[config.mk]
export PLATFORM = sky130hd
export DESIGN_NAME = fetch_unit_flat
export DESIGN_NICKNAME = d
export VERILOG_FILES = /design/src/rtl/fetch_unit_if.sv /design/src/rtl/fetch_unit.sv /design/src/flat_wrapper.sv
export SDC_FILE = /design/constraint.sdc
export NUM_CORES = 1
export LEC_CHECK = 0
export BUFFER_PORTS_ARGS = -buffer_cell sky130_fd_sc_hd__buf_2
export CAP_MARGIN = 0
export CORE_ASPECT_RATIO = 2
export CORE_MARGIN = 1.5
export CORE_UTILIZATION = 48
export DETAILED_ROUTE_END_ITERATION = 8
export GPL_TIMING_DRIVEN = 0
export PLACE_DENSITY = 0.8
export REMOVE_ABC_BUFFERS = 1
export SLEW_MARGIN = 25
export SYNTH_ARGS = -nofsm -noshare
export SYNTH_HDL_FRONTEND = slang
export SYNTH_SLANG_ARGS = --single-unit
[constraint.sdc]
create_clock -name clk -period 3.9 [get_ports clk]
set_clock_uncertainty 0.2 [all_clocks]
set_input_delay 0.975 -clock clk [delete_from_list [all_inputs] [get_ports clk]]
set_output_delay 0.975 -clock clk [all_outputs]
set_load 0.02 [all_outputs]
[src/rtl/fetch_unit_if.sv]
// Instruction-fetch bus bundle: memory request/response, branch redirect and
// decode handoff. master = fetch unit side, slave = memory/execute/decode side.
interface fetch_unit_if;
    logic        imem_req;
    logic [31:0] imem_addr;
    logic        imem_ready;
    logic        imem_rvalid;
    logic [31:0] imem_rdata;
    logic        branch_en;
    logic [31:0] branch_target;
    logic        dec_valid;
    logic        dec_ready;
    logic [31:0] dec_instr;
    logic [31:0] dec_pc;
    logic [31:0] dec_pcplus8;

    modport master (
        output imem_req, imem_addr, dec_valid, dec_instr, dec_pc, dec_pcplus8,
        input  imem_ready, imem_rvalid, imem_rdata, branch_en, branch_target, dec_ready
    );

    modport slave (
        input  imem_req, imem_addr, dec_valid, dec_instr, dec_pc, dec_pcplus8,
        output imem_ready, imem_rvalid, imem_rdata, branch_en, branch_target, dec_ready
    );
endinterface

[src/rtl/fetch_unit.sv]
// Single-outstanding instruction fetch unit with a one-entry decode buffer and
// branch redirect; responses to requests overtaken by a branch are discarded.
module fetch_unit #(
    parameter logic [31:0] RESET_PC = 32'h0000_0000
) (
    input  logic         clk,
    input  logic         reset,
    fetch_unit_if.master bus
);

    typedef enum logic [1:0] {
        IDLE = 2'd0,
        REQ  = 2'd1,
        WAIT = 2'd2
    } state_t;

    state_t      state;
    logic [31:0] pc;
    logic        kill;
    logic        dvalid;
    logic [31:0] dinstr;
    logic [31:0] dpc;

    logic        handoff;
    logic        req;
    logic        accept;
    logic [31:0] branch_pc;

    // A request may only leave when the buffer will be free at the next edge.
    assign handoff   = dvalid && bus.dec_ready;
    assign req       = (state == REQ) && (!dvalid || bus.dec_ready);
    assign accept    = req && bus.imem_ready;
    assign branch_pc = bus.branch_target & ~32'h0000_0003;

    always_ff @(posedge clk or posedge reset) begin
        if (reset) begin
            state  <= IDLE;
            pc     <= RESET_PC;
            kill   <= 1'b0;
            dvalid <= 1'b0;
            dinstr <= 32'h0;
            dpc    <= 32'h0;
        end else begin
            if (handoff) begin
                dvalid <= 1'b0;
            end

            case (state)
                IDLE: begin
                    state <= REQ;
                end
                REQ: begin
                    if (accept) begin
                        state <= WAIT;
                        if (bus.branch_en) begin
                            kill <= 1'b1;
                        end
                    end
                end
                WAIT: begin
                    if (bus.imem_rvalid) begin
                        state <= REQ;
                        kill  <= 1'b0;
                        if (!kill && !bus.branch_en) begin
                            dinstr <= bus.imem_rdata;
                            dpc    <= pc;
                            dvalid <= 1'b1;
                            pc     <= pc + 32'd4;
                        end
                    end else if (bus.branch_en) begin
                        kill <= 1'b1;
                    end
                end
                default: begin
                    state <= IDLE;
                end
            endcase

            // Redirect has the last word over increment and buffer load.
            if (bus.branch_en) begin
                pc     <= branch_pc;
                dvalid <= 1'b0;
            end
        end
    end

    assign bus.imem_req    = req;
    assign bus.imem_addr   = pc;
    assign bus.dec_valid   = dvalid;
    assign bus.dec_instr   = dinstr;
    assign bus.dec_pc      = dpc;
    assign bus.dec_pcplus8 = dpc + 32'd8;

endmodule
[src/flat_wrapper.sv]
// flat-port wrapper written by rule: the top's interface ports become plain ports
module fetch_unit_flat 
#(
    parameter logic [31:0] RESET_PC = 32'h0000_0000
)
  (clk, reset, bus_imem_req, bus_imem_addr, bus_dec_valid, bus_dec_instr, bus_dec_pc, bus_dec_pcplus8, bus_imem_ready, bus_imem_rvalid, bus_imem_rdata, bus_branch_en, bus_branch_target, bus_dec_ready);
  fetch_unit_if bus_i ();
  input  logic clk;
  input  logic reset;
  output wire logic [$bits(bus_i.imem_req)-1:0] bus_imem_req;
  output wire logic [$bits(bus_i.imem_addr)-1:0] bus_imem_addr;
  output wire logic [$bits(bus_i.dec_valid)-1:0] bus_dec_valid;
  output wire logic [$bits(bus_i.dec_instr)-1:0] bus_dec_instr;
  output wire logic [$bits(bus_i.dec_pc)-1:0] bus_dec_pc;
  output wire logic [$bits(bus_i.dec_pcplus8)-1:0] bus_dec_pcplus8;
  input wire logic [$bits(bus_i.imem_ready)-1:0] bus_imem_ready;
  input wire logic [$bits(bus_i.imem_rvalid)-1:0] bus_imem_rvalid;
  input wire logic [$bits(bus_i.imem_rdata)-1:0] bus_imem_rdata;
  input wire logic [$bits(bus_i.branch_en)-1:0] bus_branch_en;
  input wire logic [$bits(bus_i.branch_target)-1:0] bus_branch_target;
  input wire logic [$bits(bus_i.dec_ready)-1:0] bus_dec_ready;
  assign bus_imem_req = bus_i.imem_req;
  assign bus_imem_addr = bus_i.imem_addr;
  assign bus_dec_valid = bus_i.dec_valid;
  assign bus_dec_instr = bus_i.dec_instr;
  assign bus_dec_pc = bus_i.dec_pc;
  assign bus_dec_pcplus8 = bus_i.dec_pcplus8;
  assign bus_i.imem_ready = bus_imem_ready;
  assign bus_i.imem_rvalid = bus_imem_rvalid;
  assign bus_i.imem_rdata = bus_imem_rdata;
  assign bus_i.branch_en = bus_branch_en;
  assign bus_i.branch_target = bus_branch_target;
  assign bus_i.dec_ready = bus_dec_ready;
  fetch_unit #(.RESET_PC(RESET_PC)) u_core (.clk(clk), .reset(reset), .bus(bus_i));
endmodule
# Word-level counts from Yosys, hierarchy flattened

Index checks and enable logic that the tools add are counted.

Output and inout bits: 130
Input port bits: 70
Flip-flop bits (word level): 100
Word-level logic and storage cells: 45

Eq/ne operators: 4
Muxes and demuxes: 16
Reductions and logical operators: 17
$add $sub $neg: 2

Operators with widths:

| operator                                            | count |
|---|---|
| two-way mux 32 bit                                  | 4 |
| adder 32 x 3 -> 32 bit, second input constant       | 1 |
| adder 32 x 4 -> 32 bit, second input constant       | 1 |
| two-way mux 1 bit                                   | 8 |
| nonzero test 2 bit                                  | 4 |
| case mux 2 bit (3 select lines)                     | 1 |
| AND reduction 3 bit                                 | 2 |
| logical AND 1 bit                                   | 4 |
| two-way mux 2 bit                                   | 2 |
| AND reduction 2 bit                                 | 2 |
| zero test 1 bit                                     | 3 |
| equality test 2 x 1 -> 1 bit, second input constant | 1 |
| equality test 2 bit, second input constant          | 1 |
| zero test 2 bit                                     | 1 |
| != test 2 x 1 -> 1 bit, second input constant       | 1 |
| != test 2 bit, second input constant                | 1 |
| case mux 1 bit (2 select lines)                     | 1 |
| logical OR 1 bit                                    | 1 |

# Logic depth before layout (Yosys ltp)

Gate-level depths: netlist (run 1).

Word-level depth: 6
Mapped depth: 6
Gate-level depth less buffers: 6

# Worst setup path after synthesis (run 1)

Ideal clock, no wire load.

Kind: register to output
From: register u_core.dpc[13] (netlist: u_core.bus.dec_pc[13])
To: output bus_dec_pcplus8[23]
Required time: 2.725 ns
Cell stages (with the launch flop): 6
Slack: 0.844 ns
Path buffers: 0
Arrival: 1.881 ns
Cells stage by stage: dfrtp_1 -> nand4_1 -> or2_2 -> nor3_1 -> nand3_1 -> xnor2_1

Cells in the longest elaborated chain, start to end: 1

Ends and longest elaborated chain:

| what                   | line               | text |
|---|---|---|
| start, declared        | fetch_unit.sv:22   | `logic [31:0] dpc;` |
| start signal, assigned | fetch_unit.sv:66   | `dpc <= pc;` |
| adder 32 x 4 -> 32 bit | fetch_unit.sv:92   | `assign bus.dec_pcplus8 = dpc + 32'd8;` |
| end, declared          | flat_wrapper.sv:15 | `output wire logic [$bits(bus_i.dec_pcplus8)-1:0] bus_dec_pcplus8;` |

No other way between the ends.

# Worst setup path in the final report (run 1)

From: register u_core.dpc[4] (netlist: u_core.bus.dec_pc[4])
To: output bus_dec_pcplus8[23]

The elaborated chain is that of the path after synthesis.

==> summary.txt, run 1 <==
Status
  – Run status: complete, no violations

Timing
  – Final hold viol count: 0
  – Max-slew violation count: 0
  – Period utilization: 0.908
  – Slew at the pin closest to its max-slew limit: 0.963 ns
  – # setup viols final: 0
  – Slew headroom: 0.358
  – Setup_tns: 0 ns
  – RSZ-0062 raised after global routing: no
  – Min Tclk post-route: about 3.5 ns
  – Fmax: 282 MHz

Place
  – Port bufs: ~190
  – Dpl cells: 725
  – Placer Congestion: ~0.85
  – Detail Placement HPWL: roughly 9000 microns
  – Placed Area: approximately 0.006 sq mm

CTS
  – Clock net sink count: 96
  – CTS Root Cell: clkbuf_16
  – Max Buffers Root-to-Sink: 2
  – Clk_lat worst skew: 0.35 ns
  – Post_cts resized: 0
  – Clock buffer count from CTS: 9
  – TritonCTS clock tree: yes
  – Worst-path clk slew: roughly 0.070 ns
  – Hold_buf cts: 0
  – Post-CTS setup repair buffer count: 0
  – H-tree Lvls: 3

Yosys
  – FFs w/ async S/R, synth: 1.00
  – Cell Area, Synth: ~0.0048 sq mm
  – Most frequent cell after synthesis: dfrtp_1
  – Ys Warns: 0
  – Synth top area cells: dfrtp_1, mux2_2, xor2_1
  – Most instantiated cells after synthesis: dfrtp_1, mux2_2, nand2_1, xor2_1, o21ai_0
  – Post-Synth Simple-Gate Area: 0.168
  – Post-synth EDFFs: 0
  – Unique masters post-synth: 42
  – Top_reg_cell synth: dfrtp_1
  – Compound-gate portion of the synthesized area: 0.0398
  – Largest family of logic cells by synthesized area: simple AND/OR/NAND/NOR gates
  – Sequential-to-total area share from yosys stat: 0.503
  – Post-synthesis xor/xnor area fraction: 0.101
  – Synth top area share: 0.503
  – Synth Area in Adders: 0.00524
  – Mux cell area share after synthesis: 0.148
  – Yosys reg bits: 96
  – Largest area contributor in the netlist: dfrtp_1
  – Cells after synthesis: 420
  – Post-synthesis average cell area: roughly 11 sq um

Power and ir drop
  – Total chip power: ~3.6 mW
  – Maximum vdd drop: just over 0.5 mV
  – Pleak: 3.19 nW
  – Power per cell area: 580 mW/mm^2

Floorplanning
  – Die X-Extent: roughly 74 microns
  – Rows: 51
  – # IOs: 200
  – CORE AREA: ~0.0097 sq mm
  – Die ar.: 0.0106 sq mm
  – Initial Util: 0.492
  – Die height: 144 microns

Finish
  – Antenna diode count: 0
  – Reg area: ~0.0024 sq mm
  – Layout Cells excl Fill: around 740
  – Filler Cell Count: a little under 800
  – Area grow syn2layout: 29.4%
  – Layout cells sized above 1: 0.465
  – Design Area, Final: 0.00618 sq mm
  – Area of the multi-input gates: between 0.002 and 0.0025 sq mm
  – Final nets: 676
  – Post-Route Utilization: 0.637

Detailed routing
  – Final WL: approximately 12000 microns
  – DR WL/cell: between 15 and 20 microns
  – Vias/cell: between 5 and 6
  – DR DRC count: 0
  – Vias: 3866
  – 1st-pass router iterations: 7
  – DRT iter0 DRCs: 292
  – ANT nets after route: 0

GRT
  – Initial antenna violation count: 0
  – First-pass GRT wire length: approximately 18000 microns
  – GRT overflow: 0
  – Largest net degree at the start of global routing: 64
  – Vias in the first global route: about 3.7k
  – GRT Total Usage: 0.221

Critical path
  – Worst Path Max Fanout: 5
  – R2R depth: 4
  – Endpoint type of the worst setup path: output pin
  – WP data arrival: between 2 and 2.5 ns
  – Crit path kind: reg -> out
  – Data required time of the worst path: between 2 and 3 ns
  – Startpoint Class: flip-flop

Job
  – Total of max-cap violations: 0

Min path
  – Hold Path Class: reg -> reg
  – Hold Path Stages: 1
critical path, cell delays in order (launching register included):
cell and delay [ns]:
dfrtp_1 0.39, ha_1 0.27, nand4_1 0.30, nor3_1 0.56
nand3_1 0.16, xnor2_1 0.14, buf_2 0.18
report_power, final:
group | switching [mW] | leakage [nW] | internal, mW
clock network | 0.376 | 0.151 | 0.581
logic | 0.687 | 1.80 | 0.484
registers | 0.227 | 1.24 | 1.23
final cells by class:
class / instances / area share
Inverter: 3 / 0.00263
Multi-Input combinational cell: 300 / 0.361
Tap cell: 132 / 0.0267
Sequential cell: 96 / 0.389
Timing Repair Buffer: 194 / 0.167
Clock buffer: 10 / 0.0387
Clock inverter: 6 / 0.0148
layer usage:
metal | GRT usage | share of wire
met5 | 0 | 0
met4 | 0.0984 | 0.024
met3 | 0.0369 | 0.043
met2 | 0.397 | 0.57
met1 | 0.248 | 0.37
logic make-up after synthesis:
family / Yosys count
buffers and inverters: 29
flip-flops: 96
AO/OA/AOI/OAI: 36
adder cells (fa/ha/maj): 2
AND/OR/NAND/NOR: 138
XOR/XNOR: 55
multiplexers: 63
other: 1
sequential cells by signal, indices dropped and copies added, names as in the netlist:
register and flops:
u_core.bus.dec_instr 32, u_core.bus.imem_addr 30, u_core.kill 1, u_core.bus.dec_pc 30
u_core.state 2, u_core.bus.dec_valid 1
placed cells by master, fill, tap and decap left out, types with 2 or more instances in the layout:
cell type,instances
inv_1,2
nand3_1,24
nand4_1,17
bufinv_16,2
xor2_1,30
buf_16,2
buf_2,191
and4_1,4
nor2b_1,2
nor2_1,8
clkbuf_16,9
nor3_1,2
o21ai_0,27
ha_1,2
nand2b_1,2
nor4_4,4
nand2_1,48
xnor2_1,25
and3_1,14
dfrtp_1,96
conb_1,6
a21oi_1,2
clkinvlp_4,3
mux2_2,62
inv_6,2
o21ai_1,3
final timing paths:
kind                                                 startpoint                                    to  slack [ns]
min reg2reg                u_core.bus.dec_instr[16]$_DFFE_PP0P_  u_core.bus.dec_instr[16]$_DFFE_PP0P_        0.30
min in group asynchronous                                 reset  u_core.bus.dec_instr[26]$_DFFE_PP0P_        0.41
max                            u_core.bus.dec_pc[4]$_DFFE_PP0P_                   bus_dec_pcplus8[23]        0.36
max in group asynchronous                                 reset     u_core.bus.dec_pc[26]$_DFFE_PP0P_        2.48
min                        u_core.bus.dec_instr[16]$_DFFE_PP0P_  u_core.bus.dec_instr[16]$_DFFE_PP0P_        0.30
max reg2reg                             u_core.kill$_DFFE_PP0P_     u_core.bus.dec_pc[22]$_DFFE_PP0P_        1.30
per-stage QoR:
step	hold slack [ns]	worst slack (ns)
after floorplan	0.264	0.122
after global placement	0.285	-0.786
after detailed placement	0.290	0.608
after CTS	0.306	0.324
after global routing	0.311	0.215
final	0.302	0.359
Power figures use the tool's default switching activity.
==> inputs of run 2 (changes only) <==
--- a/config.mk
+++ b/config.mk
@@ -12,7 +12,7 @@
 export CORE_UTILIZATION = 48
 export DETAILED_ROUTE_END_ITERATION = 8
 export GPL_TIMING_DRIVEN = 0
-export PLACE_DENSITY = 0.8
+export PLACE_DENSITY = 0.86
 export REMOVE_ABC_BUFFERS = 1
 export SLEW_MARGIN = 25
 export SYNTH_ARGS = -nofsm -noshare
==> summary.txt, run 2 (same netlist as run 1, synthesis figures left out) <==
Detailed routing
  – DR WL/cell: 16.9 microns (+8.1%)
  – Final WL: 12500 microns (+8.4%)
  – Vias: 3934 (+1.8%)
  – DR DRC count: 0 (unchanged)
  – ANT nets after route: 0 (unchanged)
  – DRT iter0 DRCs: 245 (-16%)
  – 1st-pass router iterations: 5 (-2)
  – Vias/cell: 5.29 (+1.5%)

Place
  – Post-Place Setup Slack: 0.492 ns (-0.116 ns)
  – Placer Congestion: 0.809 (-4.2%)
  – Dpl cells: 725 (unchanged)
  – Placed Area: 0.00585 sq mm (unchanged)
  – Port bufs: 191 (unchanged)
  – Detail Placement HPWL: 9460 microns (+7.1%)

Floorplanning
  – # IOs: 200 (unchanged)
  – Die ar.: 0.0106 sq mm (unchanged)
  – Die X-Extent: 73.5 microns (unchanged)
  – Die height: 144 microns (unchanged)
  – Initial Util: 0.492 (unchanged)
  – CORE AREA: 0.00970 sq mm (unchanged)
  – Rows: 51 (unchanged)

CTS
  – CTS Root Cell: clkbuf_16
  – Max Buffers Root-to-Sink: 2 (unchanged)
  – Clock buffer count from CTS: 9 (unchanged)
  – Clock net sink count: 96 (unchanged)
  – H-tree Lvls: 3 (unchanged)
  – Clk_lat worst skew: 0.34 ns (about the same)
  – Post_cts resized: 0 (unchanged)
  – TritonCTS clock tree: yes
  – Hold_buf cts: 0 (unchanged)
  – Worst-path clk slew: 0.06 ns (about the same)
  – Post-CTS setup repair buffer count: 0 (unchanged)

Timing
  – Fmax: 272 MHz (-3.7%)
  – Slew headroom: 0.577 (+0.219)
  – RSZ-0062 raised after global routing: no
  – # setup viols final: 0 (unchanged)
  – Setup_tns: 0 ns (unchanged)
  – Final hold viol count: 0 (unchanged)
  – Slew at the pin closest to its max-slew limit: 0.630 ns (-0.333 ns)
  – Max-slew violation count: 0 (unchanged)
  – Min Tclk post-route: 3.68 ns (+0.138 ns)
  – Period utilization: 0.943 (+0.0353)
  – Final Hold Slack: 0.307 ns (+0.00496 ns)
  – Fin worst setup slack: 0.221 ns (-0.138 ns)

GRT
  – GRT overflow: 0 (unchanged)
  – First-pass GRT wire length: 19300 microns (+6.5%)
  – Initial antenna violation count: 1 (+1)
  – Vias in the first global route: 3953 (+6.4%)
  – Largest net degree at the start of global routing: 76 (+19%)
  – GRT Total Usage: 0.238 (+0.0173)

Power and ir drop
  – Clock network power share: 0.280 (+0.013)
  – Pleak: 3.23 nW (+1.1%)
  – Sequential fraction of design power: 0.398 (-0.009)
  – Power per cell area: 591 mW/mm^2 (+1.8%)
  – Total chip power: 3.68 mW (+2.7%)
  – Maximum vdd drop: 0.407 mV (-20%)
  – Switching power: 1.30 mW (+0.75%)
  – Combinational share of power: 0.322 (-0.004)
  – Switching share of power: 0.353 (-0.00677)
  – Int Pwr: 2.38 mW (+3.8%)

Critical path
  – Worst Path Max Fanout: 5 (unchanged)
  – WP data arrival: 2.50 ns (+0.13 ns)
  – Data required time of the worst path: 2.72 ns (about the same)
  – Endpoint type of the worst setup path: output pin
  – Crit path kind: reg -> out
  – R2R depth: 5 (+1)
  – Startpoint Class: flip-flop
  – Reg2Reg Setup Slack: 1.17 ns (-0.13 ns)

Min path
  – Hold Path Stages: 1 (unchanged)
  – Hold Path Class: reg -> reg

Status
  – Run status: complete, no violations

Finish
  – Layout Cells excl Fill: 743 (+0.27%)
  – Commonest non-fill, non-tap cells in the layout: buf_2, dfrtp_1, mux2_2
  – Final nets: 677 (+0.15%)
  – Max reg flops: 32 (unchanged)
  – Layout cells sized above 1: 0.464 (-0.000762)
  – Area grow syn2layout: 30.5%
  – Commonest non-fill, non-tap cell in the layout: buf_2
  – Post-Route Utilization: 0.643 (+0.00568)
  – Design Area, Final: 0.00623 sq mm (+0.89%)

Job
  – Total of max-cap violations: 0 (unchanged)
==> run 2: path summary, 6_finish.rpt <==
check / start / endpoint
setup / recovery: u_core.bus.dec_pc[4]$_DFFE_PP0P_ / bus_dec_pcplus8[25]
hold / removal: u_core.bus.dec_instr[11]$_DFFE_PP0P_ / u_core.bus.dec_instr[11]$_DFFE_PP0P_
setup reg to reg: u_core.kill$_DFFE_PP0P_ / u_core.bus.dec_instr[4]$_DFFE_PP0P_
hold reg to reg: u_core.bus.dec_instr[11]$_DFFE_PP0P_ / u_core.bus.dec_instr[11]$_DFFE_PP0P_
max in group asynchronous: reset / u_core.bus.dec_pc[19]$_DFFE_PP0P_
min in group asynchronous: reset / u_core.bus.dec_instr[2]$_DFFE_PP0P_
==> run 2: critical path: stages, from the launching register on <==
cell and delay (ns):
dfrtp_1 0.43, ha_1 0.31, nand4_1 0.29, nor3_1 0.61, nand2_1 0.15, xnor2_1 0.18, buf_2 0.20
==> run 2: layout make-up <==
cell class / instances / area (sq um)
Inverter: 3 / 16.3
Timing Repair Buffer: 195 / 1060
Antenna cell: 1 / 2.50
Clock buffer: 12 / 256
Sequential cell: 96 / 2400
Fill cell: 821 / 3470
Clock inverter: 4 / 98.8
Multi-Input combinational cell: 300 / 2230
Tap cell: 132 / 165
==> run 2: power by group through the flow <==
stage | Combinational, mW | Sequential [mW] | Clock, mW
2_1_floorplan | 0.477 | 1.72 | 0
3_3_place_gp | 1.15 | 1.45 | 0
3_5_place_dp | 1.19 | 1.48 | 0
4_1_cts | 1.19 | 1.46 | 1.05
5_1_grt | 1.27 | 1.50 | 1.08
6_report | 1.19 | 1.47 | 1.03
==> run 2: layer usage <==
layer,wire (microns),GRT usage,up-vias
met5,0,0,-
met4,437,0.119,0
met3,638,0.0495,30
met2,7250,0.437,160
met1,4210,0.247,1916
li1,-,-,1828
==> inputs of run 3 (changes only) <==
--- a/config.mk
+++ b/config.mk
@@ -11,7 +11,6 @@
 export CORE_MARGIN = 1.5
 export CORE_UTILIZATION = 48
 export DETAILED_ROUTE_END_ITERATION = 8
-export GPL_TIMING_DRIVEN = 0
 export PLACE_DENSITY = 0.86
 export REMOVE_ABC_BUFFERS = 1
 export SLEW_MARGIN = 25
==> constraint.sdc (replaced) <==
create_clock -name clk -period 3.9 [get_ports clk]
set_clock_uncertainty 0.2 [all_clocks]
set_input_delay 0.78 -clock clk [delete_from_list [all_inputs] [get_ports clk]]
set_output_delay 0.78 -clock clk [all_outputs]
set_load 0.02 [all_outputs]
==> summary.txt, run 3 (same netlist as run 1, synthesis figures left out) <==
Detailed routing
  – DR WL/cell: 16.6 microns (-1.6%)
  – 1st-pass router iterations: 4 (-1)
  – ANT nets after route: 0 (unchanged)
  – Final WL: 12400 microns (-1.5%)
  – DRT iter0 DRCs: 181 (-26%)
  – DR DRC count: 0 (unchanged)
  – Vias: 3871 (-1.6%)
  – Vias/cell: 5.20 (-1.7%)

Critical path
  – Reg2Reg Launch Point: u_core.state[0]$_DFFE_PP0P_
  – Critical path's largest stage delay: 0.62 ns (about the same)
  – Startpoint Class: flip-flop
  – WP data arrival: 2.48 ns (-0.02 ns)
  – Critical path buffers and inverters: 1 (unchanged)
  – Data required time of the worst path: 2.92 ns (+0.20 ns)
  – CP top delay family: simple AND/OR/NAND/NOR gates
  – Critical path startpoint: u_core.bus.dec_pc[4]$_DFFE_PP0P_
  – CP cell instances: ha_1 > nand4_1 > nor3_1 > nand3_1 > xnor2_1 > buf_2
  – Worst Path Max Fanout: 5 (unchanged)
  – Endpoint type of the worst setup path: output pin
  – Crit path kind: reg -> out
  – Slowest library cell on the worst path: nor3_1

GRT
  – GRT Total Usage: 0.237 (-0.000556)
  – Vias in the first global route: 3905 (-1.2%)
  – First-pass GRT wire length: 19200 microns (about the same)
  – Largest net degree at the start of global routing: 63 (-17%)
  – Initial antenna violation count: 0 (-1)
  – GRT overflow: 0 (unchanged)

Timing
  – Slew at the pin closest to its max-slew limit: 0.681 ns (+0.0510 ns)
  – Fmax: 289 MHz (+6.2%)
  – Max-slew violation count: 0 (unchanged)
  – Final Hold Slack: 0.303 ns (-0.00441 ns)
  – RSZ-0062 raised after global routing: no
  – Period utilization: 0.888 (-0.0554)
  – Min Tclk post-route: 3.46 ns (-0.216 ns)
  – Slew headroom: 0.539 (-0.0372)
  – Setup_tns: 0 ns (unchanged)
  – # setup viols final: 0 (unchanged)
  – Fin worst setup slack: 0.438 ns (+0.216 ns)
  – Final hold viol count: 0 (unchanged)

Finish
  – Final nets: 679 (+0.30%)
  – Filler Cell Count: 812 (-1.1%)
  – Post-Route Utilization: 0.632 (-0.0110)
  – Area of the multi-input gates: 0.00223 sq mm (unchanged)
  – Commonest non-fill, non-tap cell in the layout: buf_2
  – Reg area: 0.00240 sq mm (unchanged)
  – Commonest non-fill, non-tap cells in the layout: buf_2, dfrtp_1, mux2_2
  – Max reg flops: 32 (unchanged)
  – Layout cells sized above 1: 0.466 (+0.00175)
  – Antenna diode count: 0 (-1)
  – Area grow syn2layout: 28.3%

Place
  – Port bufs: 191 (unchanged)
  – Post-Place Setup Slack: 0.788 ns (+0.296 ns)
  – Detail Placement HPWL: 9320 microns (-1.5%)
  – Placer Congestion: 0.823 (+1.7%)

CTS
  – H-tree Lvls: 3 (unchanged)
  – Post_cts resized: 0 (unchanged)
  – CTS Root Cell: clkbuf_16
  – Clock net sink count: 96 (unchanged)
  – TritonCTS clock tree: yes
  – Hold_buf cts: 0 (unchanged)
  – Worst-path clk slew: 0.06 ns (about the same)
  – Max Buffers Root-to-Sink: 2 (unchanged)
  – Post-CTS setup repair buffer count: 0 (unchanged)
  – Clk_lat worst skew: 0.34 ns (about the same)
  – Clock buffer count from CTS: 9 (unchanged)

Power and ir drop
  – Maximum vdd drop: 0.527 mV (+29%)
  – Total chip power: 3.52 mW (-4.3%)
  – Pleak: 3.19 nW (-1.2%)
  – Power per cell area: 575 mW/mm^2 (-2.7%)

Floorplanning
  – # IOs: 200 (unchanged)
  – Initial Util: 0.492 (unchanged)
  – Die ar.: 0.0106 sq mm (unchanged)
  – CORE AREA: 0.00970 sq mm (unchanged)
  – Rows: 51 (unchanged)
  – Die height: 144 microns (unchanged)
  – Die X-Extent: 73.5 microns (unchanged)

Job
  – Total of max-cap violations: 0 (unchanged)

Min path
  – Hold path start: u_core.bus.dec_instr[1]$_DFFE_PP0P_
  – Hold Path Class: reg -> reg

Status
  – Run status: complete, no violations
## run 3: cell count changes in the layout (fill, tap and decap cells not counted)
cell,previous run,this run
buf_4,0,5
diode_2,1,0
bufinv_16,3,1
inv_4,0,1
inv_6,2,0
clkinvlp_4,0,1
clkinv_2,0,2
buf_16,3,0
clkbuf_8,2,1
clkinv_4,0,1
## run 3: worst register-to-register path: stages (launching register included)
cell and delay (ns):
dfrtp_1 0.42, nand4bb_1 0.58, nor2_4 0.59, buf_12 0.29, mux2_2 0.41
## run 3: final timing paths
kind | to | slack (ns) | cells past startpoint
max in group asynchronous | u_core.bus.dec_instr[29]$_DFFE_PP0P_ | 2.41 | 3
setup / recovery | bus_dec_pcplus8[23] | 0.44 | 6
hold / removal | u_core.bus.dec_instr[1]$_DFFE_PP0P_ | 0.30 | 1
min in group asynchronous | u_core.bus.dec_instr[5]$_DFFE_PP0P_ | 0.33 | 2
hold reg to reg | u_core.bus.dec_instr[1]$_DFFE_PP0P_ | 0.30 | 1
setup reg to reg | u_core.bus.dec_instr[10]$_DFFE_PP0P_ | 1.29 | 4
## run 3: per-layer routing
metal	global-route usage	vias to the layer above	wire, microns
li1	-	1832	-
met1	0.260	1866	4350
met2	0.433	149	7170
met3	0.0418	24	512
met4	0.103	0	318
met5	0	-	0
## run 3: final cells by class
class / instances / share of cell area
flip-flops and latches: 96 / 0.392
multi-input cells: 300 / 0.365
repair buffers: 197 / 0.165
clock buffers: 11 / 0.0396
well taps: 132 / 0.0270
clock inverters: 5 / 0.00919
inverters: 3 / 0.00225
## run 3: where the power goes
group | internal (mW) | switching [mW]
Clock | 0.514 | 0.367
Sequential | 1.23 | 0.229
Combinational | 0.482 | 0.699
Total | 2.23 | 1.29
## run 3: per-stage QoR
step	cell area [sq um]	std cells
floorplan	4640	399
global placement	5830	728
detailed placement	5830	728
CTS	6130	744
global route	6130	744
finish	6130	744
